<file path="config.mk">
export PLATFORM = sky130hd
export DESIGN_NAME = euros_para_centimos
export DESIGN_NICKNAME = d
export VERILOG_FILES = /design/src/rtl/euros_para_centimos.sv
export SDC_FILE = /design/constraint.sdc
export NUM_CORES = 1
export LEC_CHECK = 0
export ABC_AREA = 1
export BUFFER_PORTS_ARGS = -buffer_cell sky130_fd_sc_hd__buf_2
export CORE_ASPECT_RATIO = 1.75
export CORE_MARGIN = 1
export CORE_UTILIZATION = 57
export DETAILED_ROUTE_END_ITERATION = 8
export GPL_ROUTABILITY_DRIVEN = 0
export PLACE_DENSITY = 0.91
export SETUP_SLACK_MARGIN = 0.05
export SLEW_MARGIN = 20
export SYNTH_ARGS = -nofsm -noshare
export SYNTH_HDL_FRONTEND = slang
export SYNTH_SLANG_ARGS = --single-unit
</file>
<file path="constraint.sdc">
create_clock -name clk -period 1.9 [get_ports clk]
set_input_delay 0.38 -clock clk [delete_from_list [all_inputs] [get_ports clk]]
set_output_delay 0.38 -clock clk [all_outputs]
set_load 0.02 [all_outputs]
</file>
<file path="src/rtl/euros_para_centimos.sv">
// euros_para_centimos: sequential euros+cents to total cents converter, one BASE added per clock, with range/overflow error
module euros_para_centimos #(
  parameter int W_IN = 14,
  parameter int W_OUT = 9,
  parameter int BASE = 100
) (
  input  logic             clk,
  input  logic             reset,
  input  logic             start,
  input  logic [W_IN-1:0]  euros_inteiro,
  input  logic [W_IN-1:0]  euros_fracao,
  output logic [W_OUT-1:0] centimos,
  output logic             done,
  output logic             busy,
  output logic             erro
);
  localparam int MAX_OUT = (1 << W_OUT) - 1;
  localparam logic [W_IN-1:0] MAX_E = W_IN'(MAX_OUT / BASE);
  localparam logic [W_IN-1:0] BASE_IN = W_IN'(BASE);
  localparam logic [W_OUT+1:0] BASE_X = (W_OUT+2)'(BASE);
  localparam logic [W_OUT+1:0] MAX_X = (W_OUT+2)'(MAX_OUT);
  typedef enum logic [2:0] {IDLE, CHECK, ACCUM, DONE, ERR} state_t;
  state_t state;
  logic [W_IN-1:0] euros_r, fracao_r, cnt;
  logic [W_OUT:0] acc;
  logic [W_OUT+1:0] acc_nxt;
  assign acc_nxt = {1'b0, acc} + BASE_X;
  always_ff @(posedge clk) begin
    if (reset) begin
      state <= IDLE;
      centimos <= '0;
      done <= 1'b0;
      busy <= 1'b0;
      erro <= 1'b0;
      acc <= '0;
      cnt <= '0;
      euros_r <= '0;
      fracao_r <= '0;
    end else begin
      case (state)
        IDLE: if (start) begin
          euros_r <= euros_inteiro;
          fracao_r <= euros_fracao;
          busy <= 1'b1;
          state <= CHECK;
        end
        CHECK: if (fracao_r >= BASE_IN || euros_r > MAX_E) begin
          centimos <= '0;
          erro <= 1'b1;
          done <= 1'b1;
          busy <= 1'b0;
          state <= ERR;
        end else begin
          acc <= (W_OUT+1)'(fracao_r);
          cnt <= euros_r;
          state <= ACCUM;
        end
        ACCUM: if (cnt == '0) begin
          centimos <= acc[W_OUT-1:0];
          erro <= 1'b0;
          done <= 1'b1;
          busy <= 1'b0;
          state <= DONE;
        end else if (acc_nxt > MAX_X) begin
          centimos <= '0;
          erro <= 1'b1;
          done <= 1'b1;
          busy <= 1'b0;
          state <= ERR;
        end else begin
          acc <= acc_nxt[W_OUT:0];
          cnt <= cnt - 1'b1;
        end
        DONE, ERR: begin
          done <= 1'b0;
          state <= IDLE;
        end
        default: state <= IDLE;
      endcase
    end
  end
endmodule

</file>
==> out/qor.yml <==
logic_synthesis:
  synthSimpleGateAreaFrac_pct: 26.75
  synthMuxAreaShare_pct: 0
  yosysSeqAreaShare_pct: 41.14
  yosysWarnings: 0
  syn_area_per_cell_um2: 6.967
  synth_cell_types: 34
  synth-xor-area-share_pct: 0.8058
  syn_nets: 502
  synthesis.area_um2: 3261
  synth_seq_cells: 67
  synth-compound-area-share_pct: 19.99
  synth_top_family_by_area: "simple AND/OR/NAND/NOR gates"
  postSynthCellCount: 468
  synth_fa_ha_area_share_pct: 1.151
drt:
  wl_per_cell_um: 14.81
  drtIter0Drc: 216
  drtPass1Iterations: 5
  vias: 3387
  totalWireLength_mm: 8.859
  drc_errors: 0
  ant_nets: 0
  post_drt_via_cell_ratio: 5.664
pwr:
  pwr-share-comb_pct: 15.3
  power.internal_uw: 2448
  p_leak_uw: 0.001746
  seq_power_share_pct: 46.0
  clkPwrFrac_pct: 38.7
  switching_share_pct: 27.28
  ir_worst_vdd_uv: 780.9
  switching_power_uw: 918.5
  power_density_nw_per_um2: 839.4
sta:
  rsz0062_at_grt: "yes"
  drv_slew: 0
  max_freq_ghz: 0.5175
  hold_viol: 0
  slew_headroom_pct: 70.36
  period_share_pct: 101.7
  fin_skew_ns: 0.01300
  fin_ws_ns: -0.03248
  min_period_ns: 1.932
  finalSetupViolCount: 2
  hold_ws_ns: 0.3123
  worst_pin_slew_ns: 0.4446
global_routing:
  grt_max_degree: 58
  grt_pass1_wl_mm: 13.43
  grtUsageTotal_pct: 29.72
  overflow: 0
  antenna_found_initial: 0
  first_global_vias: 3111
setup_path:
  r2r_cells: 13
  r2r_end: "cnt[12]$_SDFFE_PP0P_"
  cp_data_required_time_ns: 2.13
  critPathLaunchType: "flip-flop"
  crit_path_end: "cnt[12]$_SDFFE_PP0P_"
  startpoint: "acc[3]$_SDFFE_PP0P_"
  arrival_ns: 2.16
  r2r_start: "acc[3]$_SDFFE_PP0P_"
  critPathKind: "reg2reg"
  rrSetupSlack_ns: -0.03
  crit_fanout: 5
  end_kind: "flip-flop"
die:
  num_rows: 36
  dieArea_um2: 6039
  initial_core_util_pct: 58.85
  die_x_um: 59.18
  die_y_um: 102.1
  core_um2: 5540
  io_pins: 43
place:
  dpl-instance-area_um2: 3613
  dp_hpwl_mm: 5.561
  dp_slack_ns: -0.02843
  numPortBuffers: 42
  placed_cells: 579
clock_tree:
  cts_buffer_depth: 2
  ctsRootBufferMaster: "clkbuf_8"
  cts_hold_buf: 0
  htreeDepth: 3
  clkSlewWorstSetupHoldPaths_ns: 0.08
  cts_inserted_buffers: 9
  clock_sinks: 67
  insertion_delay_ns: 0.35
  cts_tree: "yes"
layout:
  final_cells: 598
  drive_gt1_share_pct: 23.75
  area.growth.synth_to_final_pct: 23.02
  nets: 552
  fin_util_pct: 72.40
  fin_area_um2: 4011
  num_antenna_cells: 0
hold_path:
  hold_path_class: "in2reg"
run_status:
  status: "finished with violations"
  violations: "negative setup slack"
run:
  max_cap_violations: 0
[sequential cells by signal, indices dropped and copies added (netlist names)]
signal and count:
done 1, fracao_r 14, cnt 14, centimos 9, erro 1, state 3, busy 1, acc 10
euros_r 14
[cells by family after synthesis]
group,after synthesis
AOI/OAI and AO/OA,127
xor gates and xnor gates,3
adders and majority gates,3
buffers and inverters,77
DFF,67
and+or+nand+nor,191
[cells in the final DEF (no fill, tap or decap), types with 3 or more instances in the layout]
cell,synthesis,routed
nand2_2,4,5
inv_2,3,6
inv_1,48,44
dfxtp_1,67,64
buf_2,2,42
buf_12,0,4
nor2_2,6,8
nand3_4,2,3
nand3_1,40,39
ha_4,0,3
o21ai_1,6,15
nor3_1,6,5
nand2_1,56,54
a21oi_1,50,49
buf_4,0,16
o21ai_0,64,50
nor2_1,67,65
o21ai_2,0,4
clkbuf_8,0,10
[per-layer routing]
| layer | up-vias | GRT usage, % | part of all wire, % | wire (um) |
|---|---|---|---|---|
| li1 | 1640 | - | - | - |
| met1 | 1564 | 31.26 | 35 | 3135 |
| met2 | 157 | 51.49 | 55 | 4895 |
| met3 | 26 | 6.962 | 5.7 | 509 |
| met4 | 0 | 19.60 | 3.6 | 319 |
| met5 | - | 0 | 0 | 0 |
[Yosys cell counts, drive strengths merged]
master  number  area share (%)
or2          2            0.38
o21bai       1            0.23
nand3b       2            0.46
xor2         2            0.54
nand2       61             7.6
nor2        74             9.2
inv         52             6.1
o21ai       70              11
nand3       43             7.5
dfxtp       67              41
nor3         7             1.2
clkbuf      17             2.0
xnor2        1            0.27
buf          7             2.0
ha           3             1.2
a31oi        2            0.38
nand4        2            0.38
a211oi       1            0.23
a31o         1            0.27
clkinv       1            0.12
a21oi       50             7.7
a22oi        2            0.46
[cell type report]
cell class,instances,area [um^2]
well taps,76,95.09
flip-flops and latches,67,1350
multi-input cells,324,1709
inverters,53,206.4
clock inverters,5,77.57
clock buffers,10,137.6
fillers,415,1529
repair buffers,63,435.4
[metrics by stage]
stage          TNS [ns]  power, uW
2_1_floorplan         0       1899
3_3_place_gp          0       2033
3_5_place_dp    -0.2683       2057
4_1_cts               0       3337
5_1_grt         -0.7719       3522
6_report       -0.04863       3367
[what timing repair did]
item,in CTS,in global routing
endpoints found under the hold margin,0,0
endpoints found under the setup margin,34,35
gates resized for setup,8,40
pin swaps,0,11
setup buffers,1,2
gates cloned,0,1
[worst min-delay path by stage]
stage	cells after the start	end	slack, ns	from
2_1_floorplan	2	fracao_r[9]$_SDFFE_PP0P_	0.42	fracao_r[9]$_SDFFE_PP0P_
3_3_place_gp	2	euros_r[0]$_SDFFE_PP0P_	0.43	euros_r[0]$_SDFFE_PP0P_
3_5_place_dp	2	euros_r[0]$_SDFFE_PP0P_	0.45	euros_r[0]$_SDFFE_PP0P_
4_1_cts	3	fracao_r[1]$_SDFFE_PP0P_	0.31	euros_fracao[1]
5_1_grt	3	euros_r[2]$_SDFFE_PP0P_	0.32	euros_inteiro[2]
6_report	3	fracao_r[1]$_SDFFE_PP0P_	0.31	euros_fracao[1]
[power by group through the flow]
stage / combinational [uW] / sequential, uW / clock (uW)
final: 514 / 1550 / 1300
after global routing: 574 / 1560 / 1390
after CTS: 486 / 1550 / 1300
after detailed placement: 479 / 1580 / 0
after global placement: 462 / 1570 / 0
after floorplan: 325 / 1570 / 0
[critical path, cell delays in order, from the launching register on]
cell     delay (ns)
dfxtp_4        0.39
ha_4           0.15
nand2_2        0.07
nand2_1        0.10
nand2_1        0.07
nand2_1        0.10
nand3_1        0.11
nor2_2         0.14
nand2_2        0.09
nand3_4        0.10
nand2_8        0.10
buf_12         0.16
a21oi_1        0.18
nor2_1         0.06
Note: power is estimated with default switching activity, not from simulation.
